==> src/rtl/lbm_step_scheduler.sv <==
// Timestep sequencer for the lattice-Boltzmann datapath: sweeps the lattice once per step,
// ping-pongs the banks, and lends the single BRAM read port to the frame readout streamer.
module lbm_step_scheduler #(
    parameter int DEPTH         = 2500,
    parameter int ADDRESS_WIDTH = 12,
    parameter int STEP_WIDTH    = 16
) (
    input  logic                     aclk,
    input  logic                     areset,
    input  logic                     start,
    input  logic [STEP_WIDTH-1:0]    num_steps,
    input  logic [7:0]               out_interval,
    output logic                     busy,
    output logic                     done,
    output logic [STEP_WIDTH-1:0]    step_count,
    output logic                     bank_sel,
    output logic [ADDRESS_WIDTH-1:0] cmp_addr,
    output logic                     cmp_valid,
    input  logic                     cmp_ready,
    input  logic                     cmp_drained,
    output logic                     rd_frame_ready,
    input  logic [ADDRESS_WIDTH-1:0] rd_addr,
    input  logic                     rd_frame_done,
    output logic [ADDRESS_WIDTH-1:0] bram_rd_addr,
    output logic                     bram_rd_en,
    output logic                     port_owner,
    output logic [2:0]               fsm_state
);

    typedef enum logic [2:0] {
        S_IDLE      = 3'd0,
        S_SWEEP     = 3'd1,
        S_DRAIN     = 3'd2,
        S_SWAP      = 3'd3,
        S_DUMP_REQ  = 3'd4,
        S_DUMP_WAIT = 3'd5,
        S_FINISH    = 3'd6
    } state_t;

    localparam logic [ADDRESS_WIDTH-1:0] LAST_ADDR = ADDRESS_WIDTH'(DEPTH - 1);

    state_t                  state;
    state_t                  state_next;
    logic [STEP_WIDTH-1:0]   num_q;
    logic [7:0]              int_q;
    logic [7:0]              int_cnt;
    logic [STEP_WIDTH-1:0]   step_inc;
    logic [7:0]              int_inc;
    logic                    int_hit;
    logic                    last_beat;

    assign step_inc  = step_count + 1'b1;
    assign int_inc   = int_cnt + 1'b1;
    assign int_hit   = (int_q != 8'd0) && (int_inc == int_q);
    // cmp handshake: a transfer happens on a cycle where cmp_valid && cmp_ready;
    // cmp_addr is held stable while cmp_valid is high and cmp_ready is low.
    assign last_beat = cmp_ready && (cmp_addr == LAST_ADDR);
    assign fsm_state = state;

    always_ff @(posedge aclk) begin
        if (areset) state <= S_IDLE;
        else        state <= state_next;
    end

    always_comb begin
        state_next = state;
        case (state)
            S_IDLE:      if (start) state_next = (num_steps == '0) ? S_FINISH : S_SWEEP;
            S_SWEEP:     if (last_beat) state_next = S_DRAIN;
            S_DRAIN:     if (cmp_drained) state_next = S_SWAP;
            S_SWAP:      state_next = ((step_inc == num_q) || int_hit) ? S_DUMP_REQ : S_SWEEP;
            S_DUMP_REQ:  state_next = S_DUMP_WAIT;
            S_DUMP_WAIT: if (rd_frame_done) state_next = (step_count == num_q) ? S_FINISH : S_SWEEP;
            S_FINISH:    state_next = S_IDLE;
            default:     state_next = S_IDLE;
        endcase
    end

    always_comb begin
        busy           = (state != S_IDLE);
        done           = (state == S_FINISH);
        cmp_valid      = (state == S_SWEEP);
        rd_frame_ready = (state == S_DUMP_REQ);
        port_owner     = (state == S_DUMP_REQ) || (state == S_DUMP_WAIT);
    end

    // Port arbitration: the readout streamer owns the port only during the dump phase.
    always_comb begin
        if (port_owner) begin
            bram_rd_addr = rd_addr;
            bram_rd_en   = 1'b1;
        end else begin
            bram_rd_addr = cmp_addr;
            bram_rd_en   = cmp_valid && cmp_ready;
        end
    end

    always_ff @(posedge aclk) begin
        if (areset) begin
            num_q      <= '0;
            int_q      <= '0;
            int_cnt    <= '0;
            step_count <= '0;
            bank_sel   <= 1'b0;
            cmp_addr   <= '0;
        end else begin
            case (state)
                S_IDLE: begin
                    if (start) begin
                        num_q      <= num_steps;
                        int_q      <= out_interval;
                        int_cnt    <= '0;
                        step_count <= '0;
                        cmp_addr   <= '0;
                    end
                end
                S_SWEEP: begin
                    if (cmp_ready) cmp_addr <= last_beat ? '0 : cmp_addr + 1'b1;
                end
                S_SWAP: begin
                    bank_sel   <= ~bank_sel;
                    step_count <= step_inc;
                    int_cnt    <= int_hit ? 8'd0 : int_inc;
                end
                default: ;
            endcase
        end
    end

endmodule

==> config.mk <==
export PLATFORM = sky130hd
export DESIGN_NAME = lbm_step_scheduler
export DESIGN_NICKNAME = d
export VERILOG_FILES = /design/src/rtl/lbm_step_scheduler.sv
export SDC_FILE = /design/constraint.sdc
export NUM_CORES = 1
export LEC_CHECK = 0
export ABC_AREA = 1
export BUFFER_PORTS_ARGS = -buffer_cell sky130_fd_sc_hd__buf_2
export CORE_MARGIN = 1
export CORE_UTILIZATION = 41
export DETAILED_ROUTE_END_ITERATION = 7
export HOLD_SLACK_MARGIN = 0.02
export PLACE_DENSITY = 0.65
export SLEW_MARGIN = 10
export SYNTH_ARGS = -nofsm -noshare
export SYNTH_HDL_FRONTEND = slang
export SYNTH_SLANG_ARGS = --single-unit
==> constraint.sdc <==
create_clock -name aclk -period 2.4 [get_ports aclk]
set_input_delay 0.72 -clock aclk [delete_from_list [all_inputs] [get_ports aclk]]
set_output_delay 0.72 -clock aclk [all_outputs]
set_load 0.02 [all_outputs]
==> out/qor.yml <==
grt_first_pass_wirelength_mm: 18.9
grt_usage: 0.239
power.density_nw_per_um2: 734
grt_pass1_vias: 3998
clkSlewWorstSetupHoldPaths_ns: 0.07
ys_seq_elements: 64
fin_crit_sh: 0.941
cts_sinks: 64
rsz0062_at_grt: "no"
fin_cells: 827
end_kind: "output port"
drc: 0
synth_top_area_cell: "dfxtp_1"
hpwl_mm: 8.51
netlist_instances: 604
finalCriticalPeriod_ns: 2.26
hp-class: "flip-flop to flip-flop"
first_pass_iters: 5
antenna_found_initial: 0
synth_edf_count: 0
start_util: 0.423
area_growth_pct: 21.0
drive_gt1_frac: 0.212
io_pins: 92
crit_path_start_kind: "flip-flop"
root_buffer: "clkbuf_8"
syn_avg_cell_area_um2: 6.51
yosysWarnings: 0
core_area_um2: 9280
clock_latency_ns: 0.35
p_leak_nw: 2.06
path_max_fanout: 25
dieArea_um2: 9980
via_per_inst: 5.11
fmax_ghz: 0.443
yosys-top-cells-area: "dfxtp_1 (33%), nand2_1 (14%), inv_1 (6.8%), nor2_1 (6.5%), a21oi_1 (6.2%)"
drt_iter0_drc: 212
hold_depth: 2
async_flop_share: 0
synth-main-ff-cell: "dfxtp_1"
die_y_um: 99.9
setup-violations-final: 0
hold_viol: 0
nets: 740
synth_top_area_frac: 0.326
cts_tree: "done"
place_congestion: 0.907
die_w_um: 99.9
syn_area_um2: 3930
cts_setup_buffers: 0
status: "completed"
r2r-start: "step_count[1]"
r2r_cells: 15
relSlewSlack: 0.744
min_to: "bank_sel"
hp-start: "bank_sel"
hold_ws_ns: 0.465
vias: 4225
worstPathRequired_ns: 1.68
synth.net_count: 649
maxSlewViolCount: 0
overflow: 0
max_slew.worst_pin.slew_ns: 0.380
antenna_left: 0
synthTopCellsByCount: "nand2_1 (143), inv_1 (71), nor2_1 (68)"
htreeDepth: 3
cts_made_buffers: 9
r2r-end: "fsm_state[2]"
finClkSkew_ns: 0.0144
ys_seq_area_frac: 0.326
tns_ns: 0
finalWirelength_mm: 11.2
drt-wirelength-per-cell_um: 13.5
r2r_setup_slack_ns: 0.33
grt_start_max_net_pins: 32
ys_types: 41
numPortBuffers: 91
path_class: "flip-flop to output port"
yosysMostFrequentCell: "nand2_1"
row_count: 35
diodes: 0
clk_path_buf_depth: 2
critPathArrivalTime_ns: 1.54
vdd_ir_drop_max_mv: 0.345
max_cap_violations: 0
dp_cells: 813
## layer usage
metal	share of wire	GRT usage
met1	0.48	0.308
met2	0.45	0.397
met3	0.045	0.0411
met4	0.022	0.0962
met5	0	0
## registers in the layout, summed over array words and instances (netlist names)
signal / cells
int_q: 8
bank_sel: 1
fsm_state: 3
step_count: 16
cmp_addr: 12
num_q: 16
int_cnt: 8
## through the flow
stage / area [um^2] / utilization / setup slack, ns / power [mW]
6_report: 4760 / 0.513 / 0.141 / 3.49
5_1_grt: 4760 / 0.513 / 0.0261 / 3.74
4_1_cts: 4750 / 0.512 / 0.0595 / 3.49
3_5_place_dp: 4540 / 0.489 / 0.376 / 2.48
3_3_place_gp: 4540 / 0.489 / 0.424 / 2.46
2_1_floorplan: 3930 / - / 0.141 / 2.14
## worst max-delay path by stage
stage	start	end	slack [ns]
after floorplan	fsm_state[2]	bram_rd_addr[10]	0.14
after global placement	step_count[1]	fsm_state[2]	0.42
after detailed placement	step_count[1]	fsm_state[2]	0.38
after CTS	fsm_state[0]	bram_rd_en	0.06
after global routing	fsm_state[2]	rd_frame_ready	0.03
final	fsm_state[2]	rd_frame_ready	0.14
## final cells by class
type | instances | area (um^2)
tap | 129 | 161
clock inverter | 4 | 70.1
inverter | 78 | 293
timing repair buffer | 100 | 536
clock buffer | 10 | 138
sequential | 64 | 1280
fill | 1000 | 4530
multi-input combinational | 442 | 2280
## worst max-delay path, cell delays in order, from the launching register on
cell	delay [ns]
dfxtp_1	0.39
inv_1	0.09
nor2_2	0.13
buf_12	0.17
inv_1	0.10
nor2_1	0.13
buf_2	0.18
## power breakdown
part	internal (mW)	total [mW]	switching, mW
sequential	1.19	1.31	0.123
combinational	0.397	1.16	0.767
clock	0.598	1.02	0.419
## layout by cell type, fill, tap and decap left out, types with 2 or more instances in the layout
master,instances
nand2_1,143
buf_2,91
inv_1,71
nor2_1,67
dfxtp_1,64
a21oi_1,49
o21ai_0,41
nand3_1,36
nand4_1,19
xnor2_1,11
clkbuf_8,10
xor2_1,9
buf_4,8
nor2_2,7
nor2_4,7
nor3_1,7
inv_2,6
nand2_2,4
nor4_1,4
nand3_2,4
a22oi_1,3
a311oi_1,3
o22ai_1,3
o311a_1,3
ha_1,3
nor4_2,2
o21a_1,2
o2111ai_1,2
a211oi_1,2
bufinv_16,2
clkinv_2,2
## what timing repair did
item                                    in CTS  in global routing
endpoints found under the setup margin       0                  2
endpoints found under the hold margin        0                  0
hold buffers                                 0                  0
resized for setup                            0                  2
## kinds of logic after synthesis
group | count (synthesis) | share of synthesized area
and+or+nand+nor | 305 | 0.359
xor gates and xnor gates | 20 | 0.0446
AOI/OAI and AO/OA | 114 | 0.165
buffers and inverters | 98 | 0.0961
adders and majority gates | 3 | 0.00955
DFF | 64 | 0.326
Power figures use the tool's default switching activity.
